--- src/rtl/branch_redirect_ctrl.sv ---
// EX-stage branch redirect sequencer: turns a taken branch into a registered
// PC load plus a fixed IF/ID and ID/EX flush sequence, with target checks and stats.
module branch_redirect_ctrl #(
   parameter int PC_W  = 9,
   parameter int CNT_W = 16
) (
   input  logic             clk,
   input  logic             reset_n,
   input  logic             ex_valid,
   input  logic             PcSel,
   input  logic [31:0]      BrPC,
   input  logic             stall,
   output logic             pc_load,
   output logic [PC_W-1:0]  pc_next,
   output logic             flush_ifid,
   output logic             flush_idex,
   output logic             busy,
   output logic             misalign_err,
   output logic             range_err,
   output logic [CNT_W-1:0] br_count,
   output logic [CNT_W-1:0] taken_count
);

   localparam logic [1:0] S_IDLE  = 2'd0;
   localparam logic [1:0] S_REDIR = 2'd1;
   localparam logic [1:0] S_FLUSH = 2'd2;

   localparam logic [CNT_W-1:0] CNT_ONE = {{(CNT_W-1){1'b0}}, 1'b1};
   localparam logic [CNT_W-1:0] CNT_MAX = {CNT_W{1'b1}};

   logic [1:0]       r_state;
   logic [1:0]       w_next;
   logic             r_pc_load;
   logic             r_flush_ifid;
   logic             r_flush_idex;
   logic             r_busy;
   logic             r_mis;
   logic             r_rng;
   logic [PC_W-1:0]  r_pc;
   logic [CNT_W-1:0] r_br_cnt;
   logic [CNT_W-1:0] r_tk_cnt;

   logic             w_accept;
   logic             w_taken;
   logic             w_mis;
   logic             w_rng;
   logic [PC_W-1:0]  w_target;

   assign w_accept = (r_state == S_IDLE) && ex_valid && !stall;
   assign w_taken  = w_accept && PcSel;
   assign w_mis    = |BrPC[1:0];
   assign w_rng    = |BrPC[31:PC_W];
   assign w_target = {BrPC[PC_W-1:2], 2'b00};

   always_comb begin
      w_next = r_state;
      unique case (r_state)
         S_IDLE:  if (w_taken) w_next = S_REDIR;
         S_REDIR: if (!stall)  w_next = S_FLUSH;
         S_FLUSH: if (!stall)  w_next = S_IDLE;
         default: w_next = S_IDLE;
      endcase
   end

   // Outputs are registered from the next state so they line up with r_state.
   always_ff @(posedge clk or negedge reset_n) begin
      if (!reset_n) begin
         r_state      <= S_IDLE;
         r_pc_load    <= 1'b0;
         r_flush_ifid <= 1'b0;
         r_flush_idex <= 1'b0;
         r_busy       <= 1'b0;
         r_mis        <= 1'b0;
         r_rng        <= 1'b0;
         r_pc         <= '0;
         r_br_cnt     <= '0;
         r_tk_cnt     <= '0;
      end else begin
         r_state      <= w_next;
         r_pc_load    <= (w_next == S_REDIR);
         r_flush_idex <= (w_next == S_REDIR);
         r_flush_ifid <= (w_next != S_IDLE);
         r_busy       <= (w_next != S_IDLE);
         if (w_accept && r_br_cnt != CNT_MAX)
            r_br_cnt <= r_br_cnt + CNT_ONE;
         if (w_taken) begin
            r_pc <= w_target;
            if (r_tk_cnt != CNT_MAX) r_tk_cnt <= r_tk_cnt + CNT_ONE;
            if (w_mis) r_mis <= 1'b1;
            if (w_rng) r_rng <= 1'b1;
         end
      end
   end

   assign pc_load      = r_pc_load;
   assign pc_next      = r_pc;
   assign flush_ifid   = r_flush_ifid;
   assign flush_idex   = r_flush_idex;
   assign busy         = r_busy;
   assign misalign_err = r_mis;
   assign range_err    = r_rng;
   assign br_count     = r_br_cnt;
   assign taken_count  = r_tk_cnt;

endmodule

--- config.mk ---
export PLATFORM = sky130hd
export DESIGN_NAME = branch_redirect_ctrl
export DESIGN_NICKNAME = d
export VERILOG_FILES = /design/src/rtl/branch_redirect_ctrl.sv
export SDC_FILE = /design/constraint.sdc
export NUM_CORES = 1
export LEC_CHECK = 0
export ABC_AREA = 1
export ABC_CLOCK_PERIOD_IN_PS = 1500
export BUFFER_PORTS_ARGS = -buffer_cell sky130_fd_sc_hd__buf_2
export CORE_MARGIN = 2
export CORE_UTILIZATION = 40
export DETAILED_ROUTE_END_ITERATION = 10
export PLACE_DENSITY = 0.68
export SLEW_MARGIN = 10
export SYNTH_ARGS = -nofsm -noshare
export SYNTH_HDL_FRONTEND = slang
export SYNTH_SLANG_ARGS = --single-unit
--- constraint.sdc ---
create_clock -name clk -period 1.5 [get_ports clk]
set_input_delay 0.15 -clock clk [delete_from_list [all_inputs] [get_ports clk]]
set_output_delay 0.15 -clock clk [all_outputs]
set_load 0.01 [all_outputs]
After elaboration in Yosys (flattened, before gate mapping). Index checks and enable logic that the tools add are counted.

Bits in registers: 45. Bits in latches: 0. RAM bits: 0. ROM bits: 0. Bits of input ports: 37. Word-level logic and storage cells: 31. Memories kept: 0.

Add/subtract/negate cells: 2. Multiply operators: 0. Div/mod/pow operators: 0. $lt $le $gt $ge: 0. Equality and inequality tests: 5. Shift operators: 0. Mux-type cells: 4. Bitwise gates (word level): 0. Reductions and logical operators: 12.

Operator list (count): 16-bit by 1-bit adder with 16-bit output (second input constant) (2); 16-bit != test (second input constant) (2); 23-bit OR reduction (1); 2-bit two-way mux (3); 2-bit case mux with 3 select lines (1); 2-bit AND reduction (3); 2-bit by 1-bit == test with 1-bit output (second input constant) (2); 1-bit logical AND (4); 2-bit == test (second input constant) (1); 2-bit logical NOT (1); 2-bit nonzero test (1); 2-bit OR reduction (1); 1-bit logical NOT (1).

Longest topological paths before layout. Gate-level depths: netlist (run 1).

Depth after elaboration: 7. Depth in mapped cells: 9. Depth with buffers taken out: 8.

Worst setup path after synthesis (run 1). Ideal clock, no wire load.

Kind: reg-to-reg. Start point: register r_tk_cnt[0], in the netlist taken_count[0]. End point: register r_tk_cnt[13], in the netlist taken_count[13]. Arrival time: 1.404 ns. Path slack: -0.020 ns. Cell stages (with the launch flop): 10. Buffers on the path: 1. Period minus slack after synthesis: 1.520 ns. Cell sequence: dfrtp_1 -> ha_1 -> nand3_2 -> inv_2 -> nand2_4 -> nor2_4 -> nor2_8 -> buf_12 -> nand2_1 -> nand2_1.

Longest elaborated chain between the ends: 2.

RTL lines: start: declaration (line 41) `logic [CNT_W-1:0] r_tk_cnt;`; start signal: assignment (line 88) `if (r_tk_cnt != CNT_MAX) r_tk_cnt <= r_tk_cnt + CNT_ONE;`; branches (longest 2 deep; another with 16-bit by 1-bit adder with 16-bit output).

Several ways; the timed one is not identified. A chain may end at the register's enable or synchronous reset.

Worst setup path in the final report (run 1).
Start point: register r_br_cnt[5], in the netlist br_count[5]. End point: register r_br_cnt[3], in the netlist br_count[3].

Longest elaborated chain between the ends: 2.

RTL lines: start: declaration (line 40) `logic [CNT_W-1:0] r_br_cnt;`; start signal: assignment (line 85) `r_br_cnt <= r_br_cnt + CNT_ONE;`; 16-bit != test (line 84) `if (w_accept && r_br_cnt != CNT_MAX)`; 1-bit logical AND (line 84).

No other way between the ends.

==> results of run 1 <==
[area by class of cell]
cell class	count	share of cell area [%]
Multi-Input combinational cell	281	39.54
Sequential cell	45	32.63
Timing Repair Buffer	107	18.87
Inverter	32	3.469
Tap cell	77	2.783
Clock buffer	5	1.988
Clock inverter	3	0.7228
[critical path, cell delays in order (launching register included)]
cell and delay, ps:
sky130_fd_sc_hd__dfrtp_1 460, sky130_fd_sc_hd__nand2_2 110, sky130_fd_sc_hd__nor2_1 130, sky130_fd_sc_hd__nand2_2 110, sky130_fd_sc_hd__nor2_2 160, sky130_fd_sc_hd__nor2_4 50
sky130_fd_sc_hd__buf_12 140, sky130_fd_sc_hd__o21ai_0 190
[how the worst min path moves through the flow]
stage          depth (start not counted)     from     endpoint
2_1_floorplan                          0  reset_n  br_count[0]
3_3_place_gp                           2  reset_n  br_count[4]
3_5_place_dp                           2  reset_n  br_count[4]
4_1_cts                                3  BrPC[7]   pc_next[7]
5_1_grt                                3  BrPC[7]   pc_next[7]
6_report                               3  BrPC[7]   pc_next[7]
[registers in the layout, indices dropped and copies added (netlist names)]
| signal | count |
|---|---|
| r_state | 2 |
| pc_next | 7 |
| range_err | 1 |
| taken_count | 16 |
| br_count | 16 |
| flush_idex | 1 |
| busy | 1 |
| misalign_err | 1 |
[repair_timing]
action                                 4_1_cts  5_1_grt
setup endpoints to repair                    0       12
resized for setup                            0       11
hold buffers                                 1        0
endpoints found under the hold margin       45        0
[layer usage]
layer	routed length, um	up-vias	track usage, %
met2	2986	58	30.54
met3	281	7	2.984
met5	0	-	0
li1	-	1349	-
met4	69	0	5.339
met1	2748	1169	22.75
[cell families after synthesis]
group                      Yosys count  synth area share (%)
buffers and inverters               43                 8.127
and+or+nand+nor                    239                 38.39
other                                1                0.1400
AOI/OAI and AO/OA                   25                 6.119
adders and majority gates            2                0.9340
xor gates and xnor gates            13                 4.250
DFF                                 45                 42.04
[report_power, final]
part | switching (mW) | internal, mW | leakage (nW)
Sequential | 0.234 | 1.45 | 0.576
Clock | 0.465 | 0.340 | 0.0452
Combinational | 0.718 | 0.614 | 1.12
Total | 1.42 | 2.41 | 1.74
[placed cells by master (no fill, tap or decap)]
| cell type | n |
|---|---|
| sky130_fd_sc_hd__o21ai_1 | 2 |
| sky130_fd_sc_hd__o21ai_4 | 1 |
| sky130_fd_sc_hd__o21ai_2 | 6 |
| sky130_fd_sc_hd__xnor2_1 | 9 |
| sky130_fd_sc_hd__nand3_2 | 2 |
| sky130_fd_sc_hd__nor2_1 | 44 |
| sky130_fd_sc_hd__clkbuf_8 | 5 |
| sky130_fd_sc_hd__o21bai_1 | 2 |
| sky130_fd_sc_hd__dlygate4sd3_1 | 1 |
| sky130_fd_sc_hd__ha_2 | 1 |
| sky130_fd_sc_hd__clkinvlp_4 | 1 |
| sky130_fd_sc_hd__buf_2 | 81 |
| sky130_fd_sc_hd__dfrtp_1 | 42 |
| sky130_fd_sc_hd__buf_12 | 4 |
| sky130_fd_sc_hd__inv_1 | 30 |
| sky130_fd_sc_hd__nor2_2 | 7 |
| sky130_fd_sc_hd__buf_4 | 21 |
| sky130_fd_sc_hd__ha_4 | 1 |
| sky130_fd_sc_hd__xor2_1 | 4 |
| sky130_fd_sc_hd__nand2_1 | 145 |
| sky130_fd_sc_hd__conb_1 | 2 |
| sky130_fd_sc_hd__inv_2 | 2 |
| sky130_fd_sc_hd__or2_2 | 2 |
| sky130_fd_sc_hd__nand2_2 | 4 |
| sky130_fd_sc_hd__inv_6 | 2 |
| sky130_fd_sc_hd__nor2b_2 | 1 |
| sky130_fd_sc_hd__nor2_8 | 1 |
| sky130_fd_sc_hd__nand4_1 | 11 |
| sky130_fd_sc_hd__o21ai_0 | 14 |
| sky130_fd_sc_hd__nand2_4 | 1 |
| sky130_fd_sc_hd__nand3_1 | 18 |
| sky130_fd_sc_hd__nor2_4 | 3 |
| sky130_fd_sc_hd__dfrtp_2 | 3 |
==> reports/qor_table.md, run 1 <==
| Quantity | Value | Unit |
| --- | --- | --- |
| Outcome | complete, but fails checks | - |
| Violations in the final reports | DRC | - |
| Total vias in the final route | 2583 | - |
| Pin count of the biggest net entering global routing | 46 | - |
| Final standard cell area without fillers | 0.003462 | mm2 |
| Clock tree from TritonCTS | yes | - |
| CP arrival | 1640 | ps |
| Number of flops mapped to enable cells by yosys | 0 | - |
| Initial antenna violation count | 0 | - |
| Synth warn | 0 | - |
| Clock latency on the worst-skew pair | 300 | ps |
| Cell count after synthesis | 368 | - |
| Area of the multi-input gates | 0.001369 | mm2 |
| Worst IR Drop VDD | 0.6707 | mV |
| Worst-path clk slew | 90 | ps |
| Post-Syn Area | 0.002679 | mm2 |
| Worst hold-check slack | 42.40 | ps |
| Height of the chip | 85.84 | um |
| Leading post-synthesis cells by cell area | sky130_fd_sc_hd__dfrtp_1, sky130_fd_sc_hd__nand2_1, sky130_fd_sc_hd__nor2_1 | - |
| Net count, final | 511 | - |
| Combined global-route utilization of all metal layers | 17.69 | % |
| Total detailed-routing wirelength | 6.085 | mm |
| Nature of the critical path endpoint | register | - |
| Number of DRC markers in iteration 0 | 81 | - |
| Placer Congestion | 0.8469 | - |
| Htree depth | 2 | - |
| Port bufs | 81 | - |
| Fraction of layout instances using a drive strength above 1 | 31.50 | % |
| Class of the most critical hold timing path | in2reg | - |
| Routed vias/inst | 4.696 | - |
| Final cell count without fillers | 550 | - |
| Chip width | 85.84 | um |
| Drt drc | 1 | - |
| Max Clock Freq | 699.8 | MHz |
| Total Neg Setup Slack | 0 | ps |
| Count of standard-cell rows | 29 | - |
| Pwr Density | 1104 | mW/mm2 |
| Fill cell total of the finished layout | 627 | - |
| Worst setup timing slack at the placement stage | 68.21 | ps |
| #FFs+latches synth | 45 | - |
| Initial standard-cell utilization of the core | 41.71 | % |
| Unique masters post-synth | 27 | - |
| Storage cell area | 0.001130 | mm2 |
| Worst r2r path cells | 7 | - |
| Post-Place Cells | 541 | - |
| Leakage power | 1.739 | nW |
| CP startpoint kind | register | - |
| Clock tree skew after final layout | 4.514 | ps |
| Post-route ant nets | 0 | - |
| First-pass DRT Iterations | 9 | - |
| Cell taking the most area after synthesis | sky130_fd_sc_hd__dfrtp_1 | - |
| Unrepaired setup endpoints after global routing | yes | - |
| Number of setup violations in the final report | 0 | - |
| Number of hold-slack violations in the final timing report | 0 | - |
| Worst-case register-to-register setup slack | 70 | ps |
| Post-CTS repair timing setup buffer count | 0 | - |
| Longest Clk Path Bufs | 2 | - |
| Core footprint | 0.006422 | mm2 |
| Power, Total | 3.822 | mW |
| Synthesis-to-layout area growth | 29.24 | % |
| Post-detailed-placement cell area | 0.003331 | mm2 |
| Max-cap violation count | 0 | - |
| Diodes inserted | 0 | - |
| Via count of the first global-routing pass | 2429 | - |
| Average cell area after synthesis | 7.279 | um2 |
| Launch point of the worst reg-to-reg path | br_count[5] | - |
| Fin crit period | 1429 | ps |
| Capture point of the worst reg-to-reg path | br_count[3] | - |
| Share of synthesized flip-flops with an asynchronous set or reset | 100.0 | % |
| Crit path from | br_count[5] | - |
| Clock root buffer | sky130_fd_sc_hd__clkbuf_8 | - |
| Hpwl dp | 4.704 | mm |
| GR Overflow Total | 0 | - |
| Fraction of post-synthesis cell area in the top cell type by area | 42.04 | % |
| Maximum net fanout on the critical path | 16 | - |
| Most numerous cell types in the synthesized netlist | sky130_fd_sc_hd__nand2_1, sky130_fd_sc_hd__nor2_1, sky130_fd_sc_hd__dfrtp_1 | - |
| Crit path kind | reg2reg | - |
| Required time of the critical path | 1710 | ps |
| Wire length of the first global-routing pass | 10.61 | mm |
| Number of placed I/O pins | 84 | - |
| Library cell with the highest instance count after synthesis | sky130_fd_sc_hd__nand2_1 | - |
| Final worst setup slack | 70.96 | ps |
| Final period util | 95.27 | % |
| Clock sink total | 45 | - |
| Core occupancy in the finished layout | 53.91 | % |
| End of the critical path | br_count[3] | - |
| Number of CTS-inserted buffers | 5 | - |
| Proportion of synthesized chip area in sequential cells | 42.04 | % |
| Floorplan die area | 0.007368 | mm2 |
| Slew Limit Fails | 0 | - |
| Wirelength per Cell | 11.06 | um |
| Most instantiated flip-flop cell in the synthesis netlist | sky130_fd_sc_hd__dfrtp_1 | - |
(Power assumes the default switching activity.)
==> run 2, diff against run 1 <==
--- a/config.mk
+++ b/config.mk
@@ -7,8 +7,8 @@
 export LEC_CHECK = 0
 export ABC_AREA = 1
 export ABC_CLOCK_PERIOD_IN_PS = 1500
-export BUFFER_PORTS_ARGS = -buffer_cell sky130_fd_sc_hd__buf_2
-export CORE_MARGIN = 2
+export BUFFER_PORTS_ARGS = -buffer_cell sky130_fd_sc_hd__buf_4
+export CORE_MARGIN = 10
 export CORE_UTILIZATION = 40
 export DETAILED_ROUTE_END_ITERATION = 10
 export PLACE_DENSITY = 0.68
==> reports/qor_table.md, run 2 (synthesized netlist as in run 1, its figures left out) <==
| Quantity | Value | Unit | Change |
| --- | --- | --- | --- |
| Chip width | 101.8 | um | was 85.84 um |
| Port bufs | 81 | - | unchanged |
| Final period util | 94.53 | % | was 95.27% |
| Crit path from | br_count[5] | - | unchanged |
| Max Clock Freq | 705.2 | MHz | was 699.8 MHz |
| Met2 usage | 25.05 | % | was 30.54% |
| Slew Limit Fails | 0 | - | unchanged |
| Worst IR Drop VDD | 0.6086 | mV | was 0.6707 mV |
| Routed vias/inst | 4.731 | - | was 4.696 |
| Floorplan die area | 0.01037 | mm2 | was 0.007368 mm2 |
| Via count of the first global-routing pass | 2575 | - | was 2429 |
| First-pass DRT Iterations | 4 | - | was 9 |
| Placer Congestion | 0.8832 | - | was 0.8469 |
| Number of CTS-inserted buffers | 5 | - | unchanged |
| Total Neg Setup Slack | 0 | ps | unchanged |
| Post-route ant nets | 0 | - | unchanged |
| Routing usage on met3 | 4.656 | % | was 2.984% |
| Hold Startpoint | BrPC[3] | - | was BrPC[7] |
| Critical Path, Cell by Cell | nand2_1 > nor2_1 > nand2_2 > nor2_4 > nor2_4 > buf_4 > nand2_1 > o21ai_0 | - | was nand2_2 > nor2_1 > nand2_2 > nor2_2 > nor2_4 > buf_12 > o21ai_0 |
| Crit path kind | reg2reg | - | unchanged |
| Number of DRC markers in iteration 0 | 64 | - | was 81 |
| Max-cap violation count | 0 | - | unchanged |
| Initial standard-cell utilization of the core | 41.71 | % | unchanged |
| Class of the most critical hold timing path | in2reg | - | unchanged |
| Outcome | completed | - | was complete, but fails checks |
| Launch point of the worst reg-to-reg path | br_count[5] | - | unchanged |
| Clock tree skew after final layout | 6.399 | ps | was 4.514 ps |
| Htree depth | 2 | - | unchanged |
| Clock latency on the worst-skew pair | 310 | ps | was 300 ps |
| Maximum net fanout on the critical path | 9 | - | was 16 |
| Peak per-stage delay on the critical path | 440 | ps | was 460 ps |
| Clock sink total | 45 | - | unchanged |
| Met1 Usage GRT | 16.22 | % | was 22.75% |
| Combined global-route utilization of all metal layers | 14.16 | % | was 17.69% |
| Initial antenna violation count | 0 | - | unchanged |
| Net count, final | 514 | - | was 511 |
| Fin crit period | 1418 | ps | was 1429 ps |
| Transition time at the pin with the least slew margin | 601.3 | ps |  |
| Required time of the critical path | 1700 | ps | was 1710 ps |
| CP arrival | 1620 | ps | was 1640 ps |
| Number of setup violations in the final report | 0 | - | unchanged |
| Drt drc | 0 | - | was 1 |
| Clock root buffer | sky130_fd_sc_hd__clkbuf_8 | - | unchanged |
| Pin count of the biggest net entering global routing | 46 | - | unchanged |
| Longest Clk Path Bufs | 2 | - | unchanged |
| Core occupancy in the finished layout | 57.43 | % | was 53.91% |
| Number of placed I/O pins | 84 | - | unchanged |
| CP startpoint kind | register | - | unchanged |
| Busiest layer in global routing | met2 | - | unchanged |
| Final standard cell area without fillers | 0.003689 | mm2 | was 0.003462 mm2 |
| Nature of the critical path endpoint | register | - | unchanged |
| Core footprint | 0.006422 | mm2 | unchanged |
| Height of the chip | 101.8 | um | was 85.84 um |
| Most frequent standard cell in the layout excluding fill and tap cells | sky130_fd_sc_hd__nand2_1 | - | unchanged |
| Worst path slowest cell | sky130_fd_sc_hd__dfrtp_1 | - | unchanged |
| Relative slew slack | 59.91 | % |  |
| Fraction of layout instances using a drive strength above 1 | 32.98 | % | was 31.50% |
| Worst-path clk slew | 90 | ps | about the same |
| Total vias in the final route | 2616 | - | was 2583 |
| Pwr Density | 1126 | mW/mm2 | was 1104 mW/mm2 |
| Count of standard-cell rows | 29 | - | unchanged |
| Unrepaired setup endpoints after global routing | yes | - | unchanged |
| GR Overflow Total | 0 | - | unchanged |
| Synthesis-to-layout area growth | 37.69 | % | was 29.24% |
| Diodes inserted | 0 | - | unchanged |
| Number of hold-slack violations in the final timing report | 0 | - | unchanged |
| Post-detailed-placement cell area | 0.003451 | mm2 | was 0.003331 mm2 |
| Wire length of the first global-routing pass | 12.00 | mm | was 10.61 mm |
| Hpwl dp | 5.609 | mm | was 4.704 mm |
| Clock tree from TritonCTS | yes | - | unchanged |
| Most used cells in the layout excluding fill and tap cells | sky130_fd_sc_hd__nand2_1, sky130_fd_sc_hd__buf_4, sky130_fd_sc_hd__nor2_1, sky130_fd_sc_hd__dfrtp_1, sky130_fd_sc_hd__inv_1 | - | was sky130_fd_sc_hd__nand2_1, sky130_fd_sc_hd__buf_2, sky130_fd_sc_hd__nor2_1, sky130_fd_sc_hd__dfrtp_1, sky130_fd_sc_hd__inv_1 |
| Total detailed-routing wirelength | 7.297 | mm | was 6.085 mm |
| Leakage power | 1.798 | nW | was 1.739 nW |
| Wirelength per Cell | 13.20 | um | was 11.06 um |
[run 2: path summary, 6_finish.rpt]
check | slack [ps] | endpoint | depth (start not counted)
setup / recovery | 80 | br_count[11] | 8
hold / removal | 40 | pc_next[3] | 3
hold reg to reg | 480 | pc_next[5] | 2
max in group asynchronous | 680 | taken_count[11] | 2
min in group asynchronous | 390 | br_count[2] | 2
setup reg to reg | 80 | br_count[11] | 8
[run 2: worst max-delay path: cells and delay by family (launching register included)]
| family | cells | cell delay, ps |
|---|---|---|
| AOI/OAI and AO/OA | 1 | 70 |
| buffers and inverters | 1 | 160 |
| DFF | 1 | 440 |
| and+or+nand+nor | 6 | 640 |
[run 2: metal layers]
layer  wire length (um)  vias up
met1               3139     1205
met3                447        8
li1                   -     1347
met5                  0        -
met4                 51        0
met2               3659       56
[run 2: layout make-up]
class	instances	area, um2
fill	584	2734
multi-input combinational	281	1364
sequential	45	1136
timing repair buffer	110	857.1
inverter	32	120.1
tap	77	96.34
clock buffer	5	68.82
clock inverter	3	46.29
[run 2: through the flow]
step                      cells  worst slack [ps]  total power, mW  hold WS [ps]
after detailed placement    535             2.190            3.163         192.0
after CTS                   546             41.41            4.148         25.24
after global placement      535             45.25            3.128         191.4
final                       553             82.03            4.155         37.93
after global routing        553            -33.54            4.446         24.04
after floorplan             369             8.152            2.424        -145.6
[run 2: what timing repair did]
action	in CTS	in global routing
hold buffers	1	0
resized for setup	0	16
setup endpoints to repair	2	30
buffers inserted	2	7
pin swaps	1	3
endpoints found under the hold margin	45	0
[run 2: report_power, final]
group,switching (mW),internal (mW)
Clock,0.454,0.499
Combinational,0.739,0.756
Sequential,0.246,1.46
